[src/rtl/tc_rst_seq_if.sv]
// Signal bundle between the reset sequencer and its surroundings: lock and
// software request in, staged resets and status out.
interface tc_rst_seq_if #(
    parameter int NSTAGE = 4
);
    logic              locked_i;
    logic              sw_req;
    logic              sw_ack;
    logic [NSTAGE-1:0] rst_o_n;
    logic              done;
    logic [7:0]        fault_cnt;

    modport master (
        output locked_i,
        output sw_req,
        input  sw_ack,
        input  rst_o_n,
        input  done,
        input  fault_cnt
    );

    modport slave (
        input  locked_i,
        input  sw_req,
        output sw_ack,
        output rst_o_n,
        output done,
        output fault_cnt
    );
endinterface

[src/rtl/tc_rst_seq.sv]
// Reset release sequencer for the 125 MHz domain: waits for PLL lock, holds,
// then releases the stage resets one at a time; supports software re-sequence.
module tc_rst_seq #(
    parameter int NSTAGE    = 4,
    parameter int HOLD_CYC  = 64,
    parameter int STAGE_DLY = 256
) (
    input  logic           clki,
    input  logic           rsti_n,
    tc_rst_seq_if.slave    bus
);

    localparam int MAXC = (HOLD_CYC > STAGE_DLY) ? HOLD_CYC : STAGE_DLY;
    localparam int CW   = $clog2(MAXC + 1);
    localparam int IW   = $clog2(NSTAGE + 1);

    localparam logic [1:0] ST_WAIT_LOCK = 2'd0;
    localparam logic [1:0] ST_HOLD      = 2'd1;
    localparam logic [1:0] ST_RELEASE   = 2'd2;
    localparam logic [1:0] ST_RUN       = 2'd3;

    localparam logic [CW-1:0]     HOLD_LAST = CW'(HOLD_CYC - 1);
    localparam logic [CW-1:0]     DLY_LAST  = CW'(STAGE_DLY - 1);
    localparam logic [CW-1:0]     CNT_ZERO  = {CW{1'b0}};
    localparam logic [IW-1:0]     IDX_ZERO  = {IW{1'b0}};
    localparam logic [IW-1:0]     IDX_LAST  = IW'(NSTAGE - 1);
    localparam logic [NSTAGE-1:0] RST_ALL   = {NSTAGE{1'b0}};

    function automatic logic [7:0] sat_inc8(input logic [7:0] v);
        sat_inc8 = (v == 8'hFF) ? v : v + 8'd1;
    endfunction

    logic              lock_meta_r;
    logic              lock_sync_r;
    logic [1:0]        state_r,  state_s;
    logic [CW-1:0]     cnt_r,    cnt_s;
    logic [IW-1:0]     idx_r,    idx_s;
    logic [NSTAGE-1:0] rst_n_r,  rst_n_s;
    logic              done_r,   done_s;
    logic              ack_r,    ack_s;
    logic              pend_r,   pend_s;
    logic [7:0]        fault_r,  fault_s;
    logic [NSTAGE-1:0] stage_mask_s;
    logic              lose_s;

    // Two-flop synchronizer bringing the PLL lock into the clki domain
    always_ff @(posedge clki or negedge rsti_n) begin
        if (!rsti_n) begin
            lock_meta_r <= 1'b0;
            lock_sync_r <= 1'b0;
        end else begin
            lock_meta_r <= bus.locked_i;
            lock_sync_r <= lock_meta_r;
        end
    end

    // One-hot mask of the stage currently being released
    always_comb begin
        stage_mask_s = RST_ALL;
        for (int k = 0; k < NSTAGE; k++) begin
            stage_mask_s[k] = (idx_r == IW'(k));
        end
    end

    // Next-state logic; a lock loss outside WAIT_LOCK overrides everything else
    always_comb begin
        state_s = state_r;
        cnt_s   = cnt_r;
        idx_s   = idx_r;
        rst_n_s = rst_n_r;
        done_s  = done_r;
        ack_s   = 1'b0;
        pend_s  = pend_r;
        fault_s = fault_r;
        lose_s  = (state_r != ST_WAIT_LOCK) && !lock_sync_r;

        if (lose_s) begin
            state_s = ST_WAIT_LOCK;
            cnt_s   = CNT_ZERO;
            idx_s   = IDX_ZERO;
            rst_n_s = RST_ALL;
            done_s  = 1'b0;
            pend_s  = 1'b0;
            fault_s = sat_inc8(fault_r);
        end else begin
            case (state_r)
                ST_WAIT_LOCK: begin
                    cnt_s   = CNT_ZERO;
                    rst_n_s = RST_ALL;
                    done_s  = 1'b0;
                    pend_s  = 1'b0;
                    if (lock_sync_r) begin
                        state_s = ST_HOLD;
                    end else begin
                        state_s = ST_WAIT_LOCK;
                    end
                end
                ST_HOLD: begin
                    if (cnt_r == HOLD_LAST) begin
                        state_s = ST_RELEASE;
                        cnt_s   = CNT_ZERO;
                        idx_s   = IDX_ZERO;
                    end else begin
                        cnt_s   = cnt_r + CW'(1);
                    end
                end
                ST_RELEASE: begin
                    if (cnt_r == DLY_LAST) begin
                        cnt_s   = CNT_ZERO;
                        rst_n_s = rst_n_r | stage_mask_s;
                        idx_s   = idx_r + IW'(1);
                        if (idx_r == IDX_LAST) begin
                            state_s = ST_RUN;
                            done_s  = 1'b1;
                            ack_s   = pend_r;
                            pend_s  = 1'b0;
                        end else begin
                            state_s = ST_RELEASE;
                        end
                    end else begin
                        cnt_s   = cnt_r + CW'(1);
                    end
                end
                ST_RUN: begin
                    if (bus.sw_req) begin
                        state_s = ST_HOLD;
                        cnt_s   = CNT_ZERO;
                        rst_n_s = RST_ALL;
                        done_s  = 1'b0;
                        pend_s  = 1'b1;
                    end else begin
                        state_s = ST_RUN;
                    end
                end
                default: begin
                    state_s = ST_WAIT_LOCK;
                    cnt_s   = CNT_ZERO;
                    idx_s   = IDX_ZERO;
                    rst_n_s = RST_ALL;
                    done_s  = 1'b0;
                    pend_s  = 1'b0;
                end
            endcase
        end
    end

    // Sequencer state and registered outputs
    always_ff @(posedge clki or negedge rsti_n) begin
        if (!rsti_n) begin
            state_r <= ST_WAIT_LOCK;
            cnt_r   <= CNT_ZERO;
            idx_r   <= IDX_ZERO;
            rst_n_r <= RST_ALL;
            done_r  <= 1'b0;
            ack_r   <= 1'b0;
            pend_r  <= 1'b0;
            fault_r <= 8'd0;
        end else begin
            state_r <= state_s;
            cnt_r   <= cnt_s;
            idx_r   <= idx_s;
            rst_n_r <= rst_n_s;
            done_r  <= done_s;
            ack_r   <= ack_s;
            pend_r  <= pend_s;
            fault_r <= fault_s;
        end
    end

    assign bus.rst_o_n   = rst_n_r;
    assign bus.done      = done_r;
    assign bus.sw_ack    = ack_r;
    assign bus.fault_cnt = fault_r;

endmodule

[src/flat_wrapper.sv]
// flat-port wrapper written by rule: the top's interface ports become plain ports
module tc_rst_seq_flat 
#(
    parameter int NSTAGE    = 4,
    parameter int HOLD_CYC  = 64,
    parameter int STAGE_DLY = 256
)
  (clki, rsti_n, bus_locked_i, bus_sw_req, bus_sw_ack, bus_rst_o_n, bus_done, bus_fault_cnt);
  tc_rst_seq_if #(.NSTAGE(NSTAGE)) bus_i ();
  input  logic clki;
  input  logic rsti_n;
  input wire logic [$bits(bus_i.locked_i)-1:0] bus_locked_i;
  input wire logic [$bits(bus_i.sw_req)-1:0] bus_sw_req;
  output wire logic [$bits(bus_i.sw_ack)-1:0] bus_sw_ack;
  output wire logic [$bits(bus_i.rst_o_n)-1:0] bus_rst_o_n;
  output wire logic [$bits(bus_i.done)-1:0] bus_done;
  output wire logic [$bits(bus_i.fault_cnt)-1:0] bus_fault_cnt;
  assign bus_i.locked_i = bus_locked_i;
  assign bus_i.sw_req = bus_sw_req;
  assign bus_sw_ack = bus_i.sw_ack;
  assign bus_rst_o_n = bus_i.rst_o_n;
  assign bus_done = bus_i.done;
  assign bus_fault_cnt = bus_i.fault_cnt;
  tc_rst_seq #(.NSTAGE(NSTAGE), .HOLD_CYC(HOLD_CYC), .STAGE_DLY(STAGE_DLY)) u_core (.clki(clki), .rsti_n(rsti_n), .bus(bus_i));
endmodule
[config.mk]
export PLATFORM = sky130hd
export DESIGN_NAME = tc_rst_seq_flat
export DESIGN_NICKNAME = d
export VERILOG_FILES = /design/src/rtl/tc_rst_seq_if.sv /design/src/rtl/tc_rst_seq.sv /design/src/flat_wrapper.sv
export SDC_FILE = /design/constraint.sdc
export NUM_CORES = 1
export LEC_CHECK = 0
export ABC_AREA = 1
export CAP_MARGIN = 30
export CORE_ASPECT_RATIO = 0.7
export CORE_MARGIN = 1.5
export CORE_UTILIZATION = 60
export DETAILED_ROUTE_END_ITERATION = 10
export GPL_TIMING_DRIVEN = 0
export MAX_ROUTING_LAYER = met4
export PLACE_DENSITY = 0.83
export SLEW_MARGIN = 30
export SYNTH_ARGS = -nofsm -noshare
export SYNTH_HDL_FRONTEND = slang
export SYNTH_SLANG_ARGS = --single-unit
export TNS_END_PERCENT = 5
[constraint.sdc]
create_clock -name clki -period 4.02 [get_ports clki]
set_clock_uncertainty 0.05 [all_clocks]
set_input_delay 0.402 -clock clki [delete_from_list [all_inputs] [get_ports clki]]
set_output_delay 0.402 -clock clki [all_outputs]
set_load 0.02 [all_outputs]
==> results.toml <==
[timing]
max_freq_mhz = 500.7
period_share_pct = 49.68
setup_viol_count_final = 0
period_minus_slack_ns = 1.997
slew_viol_final = 0
rsz0062_at_grt = "no"
tightest_slew_ns = 0.6822
slew_headroom_pct = 54.52
hold_viol = 0
final.setup.tns_ns = 0

[synth]
synth_most_common_cell = "nand2_1"
avgSynthCellArea_sq_um = 8.359
mappedNetlistNets = 233
synthArstFlopShare_pct = 100.0
synth.area.top_cells = "dfrtp_1 (43%), nand2_1 (13%), ha_1 (9.0%)"
seq_area_frac_synth_pct = 42.97
ys_ff_latch = 31
synth_edf_count = 0
synth_cell_types = 26
synth.top_cell.area_share_pct = 42.97
yosys-top-cells-count = "nand2_1 (62), dfrtp_1 (31), inv_1 (22)"
syn_area_sq_um = 1805
synth_ff_type = "dfrtp_1"
synth_area_leader_cell = "dfrtp_1"
syn-instance-count = 216
ys_warn_count = 0

[die]
die_x_microns = 68.57
initial_core_util_pct = 63.96
die_h_microns = 48.90
design.die.area_sq_um = 3352
ios = 18
core_sq_um = 2823
rows = 16

[clock_network]
hold_buffers = 0
post_cts_buffers = 0
cts.sinks = 31
clock_latency_ns = 0.27
clkTransAtPathRegs_ns = 0.06
cts_tree = "built"
cts_resized = 0
cts_root_buf = "clkbuf_8"
htreeDepth = 2
cts_inserted_buffers = 5
clockBufferDepth = 2

[final_layout]
diodes = 0
nets = 257
utilization_pct = 73.98
layout-drive-gt1-share_pct = 10.88
final_cells = 275
syn_to_final_growth_pct = 15.66

[status]
outcome = "finished, final reports clean"

[power_and_ir_drop]
p_leak_nw = 1.021
power.density_nw_per_um2 = 530.8
peakVddDrop_mv = 0.3636

[drt]
dr.pass1.iters = 4
vias = 1431
routed_wl_mm = 3.346
wl_per_cell_microns = 12.17
viasPerCell = 5.204
antenna_left = 0
drt_iter0_drc = 134
drc = 0

[placed_design]
finalWeightedCongestion = 0.8676
place_hpwl_mm = 2.491
port_buffers = 17
dp.cells = 269

[critical_path]
crit_chain = "ha_1, nand2_1, nor2_2, nand2_1, nor2_1, ha_1, inv_1, nand3_4, nand3_2, nor2_1, o21a_1"
path_max_fanout = 8
required_ns = 4.18
critPathBufInv = 1
crit_arrival_ns = 2.16
cpLargestDelayFamily = "simple AND/OR/NAND/NOR gates"
max_stage_delay_ns = 0.37
critPathCaptureType = "flop"
startpoint_type = "flop"
path_class = "flop to flop"
crit_path_top_delay_cell = "dfrtp_1"

[run]
cap_violations = 0

[grt]
antenna_found_initial = 0
grt_usage_pct = 23.68
grt_pass1_wl_mm = 5.720
grt.overflow.total = 0
grt_pass1_vias = 1255
grt_max_degree = 32

[min_path]
holdCritPathClass = "input pin to async pin"
==> cell families (layout without fill, tap and decap cells) <==
| kind of cell | count (synthesis) | in the layout | synth area share [%] |
|---|---|---|---|
| adder cells (fa/ha/maj) | 13 | 13 | 9.009 |
| AND/OR/NAND/NOR | 110 | 110 | 29.59 |
| buffers and inverters | 28 | 51 | 6.237 |
| flip-flops | 31 | 31 | 42.97 |
| AO/OA/AOI/OAI | 25 | 25 | 7.831 |
| XOR/XNOR | 9 | 9 | 4.366 |
==> flip-flops by register name, summed over array words and instances, names as in the netlist <==
register and count:
u_core.bus.done 1, u_core.cnt_r 9, u_core.bus.fault_cnt 8, u_core.lock_sync_r 1
u_core.bus.rst_o_n 4, u_core.lock_meta_r 1, u_core.state_r 2, u_core.idx_r 3
u_core.bus.sw_ack 1, u_core.pend_r 1
==> power by group <==
group | switching, W | internal [W]
Combinational | 0.000293 | 0.000178
Sequential | 0.0000589 | 0.000365
Clock | 0.0000989 | 0.000115
Total | 0.000451 | 0.000658
==> layer usage <==
layer | vias up | wire [microns] | GRT usage (%)
li1 | 742 | - | -
met1 | 640 | 1842 | 36.72
met2 | 44 | 1279 | 29.81
met3 | 5 | 183 | 6.236
met4 | 0 | 40 | 7.000
met5 | - | 0 | -
==> final timing paths <==
path,depth (start not counted),from,endpoint,slack [ns]
max,11,u_core.cnt_r[1],u_core.bus.done,2.02
max in group asynchronous,1,rsti_n,u_core.bus.fault_cnt[7],3.36
min,1,rsti_n,u_core.lock_meta_r,0.11
max reg2reg,11,u_core.cnt_r[1],u_core.bus.done,2.02
min in group clki,0,u_core.lock_meta_r,u_core.lock_sync_r,0.32
min reg2reg,0,u_core.lock_meta_r,u_core.lock_sync_r,0.32
==> through the flow <==
stage	power [W]	hold slack [ns]	worst slack, ns	instance area, sq um
after floorplan	0.0007513	0.05641	2.292	1805
after global placement	0.0008866	0.2835	1.953	2021
after detailed placement	0.0008947	0.2880	2.056	2016
after CTS	0.001112	0.1343	2.042	2088
after global routing	0.001198	0.1709	1.794	2088
final	0.001108	0.1106	2.023	2088
==> placed cells by master, fill, tap and decap left out, drive strengths merged <==
master          n
a21oi           5
buf             2
clkbuf          6
clkdlybuf4s50  16
clkinv          1
dfrtp          31
ha             13
inv            26
nand2          67
nand3          13
nand3b          1
nand4           8
nor2           17
nor3            4
o21a            5
o21ai          15
xnor2           3
xor2            6
==> final cells by class <==
class | instances | area (sq um)
Multi-Input combinational cell | 157 | 917.1
Sequential cell | 31 | 775.7
Fill cell | 227 | 734.5
Timing Repair Buffer | 17 | 165.2
Inverter | 27 | 101.3
Clock buffer | 6 | 72.57
Tap cell | 36 | 45.04
Buffer | 1 | 11.26
No activity file was read; power rests on OpenSTA's default activity.
